--- config.mk ---
export PLATFORM = sky130hd
export DESIGN_NAME = alu_cmd_sequencer_flat
export DESIGN_NICKNAME = d
export VERILOG_FILES = /design/src/rtl/alu_cmd_sequencer_if.sv /design/src/rtl/alu_cmd_sequencer.sv /design/src/flat_wrapper.sv
export SDC_FILE = /design/constraint.sdc
export NUM_CORES = 1
export LEC_CHECK = 0
export CORE_MARGIN = 1
export CORE_UTILIZATION = 35
export DETAILED_ROUTE_END_ITERATION = 10
export GPL_TIMING_DRIVEN = 0
export PLACE_DENSITY = 0.64
export SETUP_SLACK_MARGIN = 0.4
export SLEW_MARGIN = 5
export SYNTH_ARGS = -nofsm -noshare
export SYNTH_HDL_FRONTEND = slang
export SYNTH_SLANG_ARGS = --single-unit
--- constraint.sdc ---
create_clock -name clk -period 3.03 [get_ports clk]
set_input_delay 0.303 -clock clk [delete_from_list [all_inputs] [get_ports clk]]
set_output_delay 0.303 -clock clk [all_outputs]
set_load 0.005 [all_outputs]
--- src/rtl/alu_cmd_sequencer_if.sv ---
// Command/result handshake bundle between a producer/consumer and alu_cmd_sequencer.
// master = command producer and result consumer, slave = the sequencer.
interface alu_cmd_sequencer_if #(
   parameter int DW  = 4,
   parameter int OPW = 3
);
   logic              in_valid;
   logic              in_ready;
   logic [DW-1:0]     in_a;
   logic [DW-1:0]     in_b;
   logic [OPW-1:0]    in_op;
   logic              out_valid;
   logic              out_ready;
   logic [2*DW-1:0]   out_data;

   modport master (
      output in_valid, in_a, in_b, in_op, out_ready,
      input  in_ready, out_valid, out_data
   );

   modport slave (
      input  in_valid, in_a, in_b, in_op, out_ready,
      output in_ready, out_valid, out_data
   );
endinterface

--- src/rtl/alu_cmd_sequencer.sv ---
// Buffers ALU commands in a small FIFO, issues them one at a time and returns results in order.
// Optional ALU_CMD_DIV0_FLAG_EN adds out_div0, flagging a divide (sel 3'b111) with b==0.
//
// state | meaning
// IDLE  | nothing in flight, waiting for a queued command
// EXEC  | operands presented, ALU registers its result at this edge
// CAPT  | ALU result captured into out_data at this edge
// DONE  | result offered on out_valid until accepted
module alu_cmd_sequencer #(
   parameter int DEPTH = 4,
   parameter int DW    = 4,
   parameter int OPW   = 3
) (
   input  logic                    clk,
   input  logic                    rst,
   alu_cmd_sequencer_if.slave      bus,
   output logic [DW-1:0]           alu_a,
   output logic [DW-1:0]           alu_b,
   output logic [OPW-1:0]          alu_sel,
   input  logic [2*DW-1:0]         alu_result,
`ifdef ALU_CMD_DIV0_FLAG_EN
   output logic                    out_div0,
`endif
   output logic [$clog2(DEPTH):0]  count
);
   localparam int AW = $clog2(DEPTH);
   localparam int CW = AW + 1;
   localparam int EW = 2*DW + OPW;
   localparam logic [CW-1:0] FULL_CNT = CW'(DEPTH);

   typedef enum logic [1:0] {IDLE, EXEC, CAPT, DONE} state_t;

   state_t         state, state_nxt;
   logic [EW-1:0]  mem [DEPTH];
   logic [AW-1:0]  wr_ptr, rd_ptr;
   logic           push, pop, not_empty;

   // in_ready comes only from the registered count, never from a same-cycle pop
   assign bus.in_ready  = (count != FULL_CNT);
   assign not_empty     = (count != '0);
   assign push          = bus.in_valid && bus.in_ready;
   assign bus.out_valid = (state == DONE);

   always_ff @(posedge clk) begin
      if (rst) state <= IDLE;
      else     state <= state_nxt;
   end

   always_comb begin
      state_nxt = state;
      pop       = 1'b0;
      case (state)
         IDLE: begin
            if (not_empty) begin
               pop       = 1'b1;
               state_nxt = EXEC;
            end
         end
         EXEC: state_nxt = CAPT;
         CAPT: state_nxt = DONE;
         DONE: begin
            if (bus.out_ready) begin
               if (not_empty) begin
                  pop       = 1'b1;
                  state_nxt = EXEC;
               end else begin
                  state_nxt = IDLE;
               end
            end
         end
         default: state_nxt = IDLE;
      endcase
   end

   always_ff @(posedge clk) begin
      if (push) mem[wr_ptr] <= {bus.in_a, bus.in_b, bus.in_op};
   end

   always_ff @(posedge clk) begin
      if (rst) begin
         wr_ptr <= '0;
         rd_ptr <= '0;
         count  <= '0;
      end else begin
         if (push) wr_ptr <= wr_ptr + 1'b1;
         if (pop)  rd_ptr <= rd_ptr + 1'b1;
         case ({push, pop})
            2'b10:   count <= count + 1'b1;
            2'b01:   count <= count - 1'b1;
            default: count <= count;
         endcase
      end
   end

   always_ff @(posedge clk) begin
      if (rst) begin
         alu_a   <= '0;
         alu_b   <= '0;
         alu_sel <= '0;
      end else if (pop) begin
         {alu_a, alu_b, alu_sel} <= mem[rd_ptr];
      end
   end

   // operands are still held from EXEC during CAPT, so the flag sees the issued command
   always_ff @(posedge clk) begin
      if (rst) begin
         bus.out_data <= '0;
      end else if (state == CAPT) begin
         bus.out_data <= alu_result;
      end
   end

`ifdef ALU_CMD_DIV0_FLAG_EN
   always_ff @(posedge clk) begin
      if (rst) begin
         out_div0 <= 1'b0;
      end else if (state == CAPT) begin
         out_div0 <= (alu_sel == OPW'(7)) && (alu_b == '0);
      end
   end
`endif
endmodule

--- src/flat_wrapper.sv ---
// flat-port wrapper written by rule: the top's interface ports become plain ports
module alu_cmd_sequencer_flat 
#(
   parameter int DEPTH = 4,
   parameter int DW    = 4,
   parameter int OPW   = 3
)
  (clk, rst, alu_a, alu_b, alu_sel, alu_result, count, bus_in_valid, bus_in_a, bus_in_b, bus_in_op, bus_out_ready, bus_in_ready, bus_out_valid, bus_out_data);
  alu_cmd_sequencer_if #(.DW(DW), .OPW(OPW)) bus_i ();
  input  logic clk;
  input  logic rst;
  output logic [DW-1:0] alu_a;
  output logic [DW-1:0] alu_b;
  output logic [OPW-1:0] alu_sel;
  input  logic [2*DW-1:0] alu_result;
  output logic [$clog2(DEPTH):0] count;
  input wire logic [$bits(bus_i.in_valid)-1:0] bus_in_valid;
  input wire logic [$bits(bus_i.in_a)-1:0] bus_in_a;
  input wire logic [$bits(bus_i.in_b)-1:0] bus_in_b;
  input wire logic [$bits(bus_i.in_op)-1:0] bus_in_op;
  input wire logic [$bits(bus_i.out_ready)-1:0] bus_out_ready;
  output wire logic [$bits(bus_i.in_ready)-1:0] bus_in_ready;
  output wire logic [$bits(bus_i.out_valid)-1:0] bus_out_valid;
  output wire logic [$bits(bus_i.out_data)-1:0] bus_out_data;
  assign bus_i.in_valid = bus_in_valid;
  assign bus_i.in_a = bus_in_a;
  assign bus_i.in_b = bus_in_b;
  assign bus_i.in_op = bus_in_op;
  assign bus_i.out_ready = bus_out_ready;
  assign bus_in_ready = bus_i.in_ready;
  assign bus_out_valid = bus_i.out_valid;
  assign bus_out_data = bus_i.out_data;
  alu_cmd_sequencer #(.DEPTH(DEPTH), .DW(DW), .OPW(OPW)) u_core (.clk(clk), .rst(rst), .bus(bus_i), .alu_a(alu_a), .alu_b(alu_b), .alu_sel(alu_sel), .alu_result(alu_result), .count(count));
endmodule
==> flow_summary.ini <==
[final_layout]
area_growth_pct = 26.9
diodes = 0
fillCellCount = 745
drive_gt1_share_pct = 13.1
nNetsFinal = 295
final_util_pct = 46.3

[synthesis]
ys_warn_count = 0
ys_ff_latch = 72
ys_top_cells_by_area = edfxtp_1 44%, dfxtp_1 19%, mux4_2 4.5%, mux4_1 4.4%, ha_1 3.7%
ys_seq_area_share_pct = 62.5
synthDistinctLibCells = 37
ys.flop_type = edfxtp_1
synth.largest_area_cell = edfxtp_1
synthCells = 205
async_flop_share_pct = 0
yosys.area.top_type_share_pct = 43.9
synth_area_um2 = 3010
avgSynthCellArea_um2 = 14.7
synth_edf_count = 44
synth.net_count = 238

[flow_run]
maxCapViolCount = 0

[clock_tree]
cts_hold_buf = 0
htreeDepth = 3
cts.sink_count = 72
cts_root_buf = clkbuf_8
cts_tree = built
numCtsBuffers = 9
clock_latency_ps = 350
clkTransAtPathRegs_ps = 90
clk_path_buf_depth = 2

[critical_path]
crit_fanout = 5
cp-end-kind = flop
reg2regPathDepth = 9
critPathArrivalTime_ps = 2650
critical_path_required_ps = 3310
startpoint_type = flop
criticalPathCategory = flop to flop

[power_and_ir_drop]
power.share.combinational_pct = 39.3
net-switching-power_mw = 1.22
powerDensity_nw_per_um2 = 925
vdd_ir_drop_max_uv = 362
p_leak_nw = 1.32
p_clk_share_pct = 22.4
sequentialPowerShare_pct = 38.3
switching_share_pct = 34.4
internal_power_mw = 2.32

[grt]
grt_pass1_vias = 1873
grt_antenna_before_repair = 0
grt_use_total_pct = 14.2
grt_max_degree = 16
grt_pass1_wl_um = 9240
grt_overflow_total = 0

[sta]
fin_crit_ps = 2370
finClkSkew_ps = 15.5
worst-slew-pin-transition_ps = 602
relSlewSlack_pct = 59.8
maxSlewViolCount = 0
max_freq_ghz = 0.422
tns_ps = 0
grt_setup_unrepaired = no
period_share_pct = 78.2
finalSetupViolCount = 0
finalHoldViolCount = 0

[place]
hpwl_um = 3890
portBuffers = 46
place_congestion = 0.738

[floorplanning]
die_x_um = 94.8
ios = 47
fp-row-count = 33
start_util_pct = 36.5
dieHeight_um = 94.8
coreArea_um2 = 8260
dieArea_um2 = 8980

[detailed_routing]
vias_per_cell = 4.98
first_pass_iters = 4
vias = 1852
drtIter0Drc = 81
route.detailed.drc = 0
antenna_left = 0
totalWireLength_um = 5720
avgRoutedWirePerCell_um = 15.4

[status]
status = complete, no violations

[worst_hold_path]
hp-class = flop to flop
hold_depth = 2
[registers in the layout (all words and copies together), names as in the netlist]
| name | cells |
|---|---|
| u_core.count | 3 |
| u_core.bus.out_data | 8 |
| u_core.wr_ptr | 2 |
| u_core.alu_a | 4 |
| u_core.mem | 44 |
| u_core.rd_ptr | 2 |
| u_core.alu_sel | 3 |
| u_core.alu_b | 4 |
| u_core.state | 2 |
[logic make-up after synthesis]
family                     count (synthesis)  synth area share (%)
AOI/OAI and AO/OA                         39                  8.10
xor gates and xnor gates                   2                 0.582
adders and majority gates                 10                  4.40
buffers and inverters                     20                  4.73
DFF                                       72                  62.5
muxes                                     20                  11.8
and+or+nand+nor                           42                  7.89
[critical path, cell delays in order (launching register included)]
cell and delay [ps]:
dfxtp_1 410, inv_1 100, ha_1 280, a21oi_4 190, nor3_1 90, ha_1 260
fa_1 380, xnor2_1 140, or3_1 300, a21oi_1 130
[synth_stat cells, types with 2 or more instances]
cell type  instances
buf_2              2
dfxtp_1           28
ha_1               9
o21ai_0            3
and3_1             4
clkbuf_1           4
a21oi_1           17
clkbuf_8           3
a21o_1             3
mux4_1             5
o31ai_1           12
nand2_1            2
mux2i_1            9
inv_1              7
nand2b_1           2
nand4_1           11
edfxtp_1          44
or3_1              2
mux4_2             6
buf_6              2
nor2_1            11
nand3_1            4
[layer usage]
layer	vias up	GRT usage, %	part of all wire, %
met2	54	23.3	48
li1	914	-	-
met3	12	4.59	5.2
met1	872	16.7	44
met4	0	7.32	2.6
met5	-	0	0
[metrics by stage]
step                      worst slack (ps)  power [mW]  instance area, um2  instances  hold slack [ps]
final                                  661        3.54                3820        372              479
after global routing                   464        3.78                3820        372              497
after CTS                              486        3.56                3810        372              479
after detailed placement               479        2.76                3600        356              466
after global placement                 469        2.75                3600        356              464
after floorplan                        756        2.29                3010        205              402
[final timing paths]
check	from	slack [ps]	endpoint
worst max-delay path	u_core.state[0]$_SDFFE_PP0P_	660	u_core.count[2]$_SDFFE_PP0P_
worst min-delay path	u_core.alu_a[1]$_SDFFE_PP0P_	480	u_core.alu_a[1]$_SDFFE_PP0P_
worst max register to register	u_core.state[0]$_SDFFE_PP0P_	660	u_core.count[2]$_SDFFE_PP0P_
worst min register to register	u_core.alu_a[1]$_SDFFE_PP0P_	480	u_core.alu_a[1]$_SDFFE_PP0P_
[cells in the final DEF, fill, tap and decap left out, drive strengths merged]
cell type,Yosys,layout
a21o,3,3
a21oi,17,17
a31o,1,1
a31oi,1,1
a41oi,1,1
and3,4,4
buf,5,5
bufinv,0,1
clkbuf,8,17
clkdlybuf4s50,0,46
clkinv,0,1
clkinvlp,0,1
dfxtp,28,28
edfxtp,44,44
fa,1,1
ha,9,9
inv,7,11
mux2i,9,9
mux4,11,11
nand2,2,2
nand2b,2,2
nand3,4,4
nand4,11,11
nor2,11,11
nor2b,1,1
nor3,2,2
nor3b,1,1
o211ai,1,1
o21ai,3,3
o31ai,12,12
or3,2,2
or4,1,1
or4b,1,1
xnor2,1,1
xor2,1,1
[power by group through the flow]
stage | Clock, mW | Sequential [mW] | Combinational [mW]
after floorplan | 0 | 1.35 | 0.932
after CTS | 0.814 | 1.36 | 1.39
after detailed placement | 0 | 1.38 | 1.38
after global placement | 0 | 1.37 | 1.38
after global routing | 0.859 | 1.38 | 1.53
final | 0.793 | 1.35 | 1.39
[timing repair]
action	in CTS	in global routing
gates resized for setup	0	2
hold endpoints to repair	0	0
buffers inserted	0	0
setup endpoints to repair	0	1
[area by class of cell]
type	instances	area, um2	area share [%]
clock buffers	9	124	3.24
flip-flops and latches	72	1880	49.2
multi-input cells	113	1000	26.1
clock inverters	7	83.8	2.19
inverters	7	26.3	0.687
repair buffers	46	460	12.0
well taps	105	131	3.44
plain buffers	13	116	3.04
No activity file was read; power rests on OpenSTA's default activity.
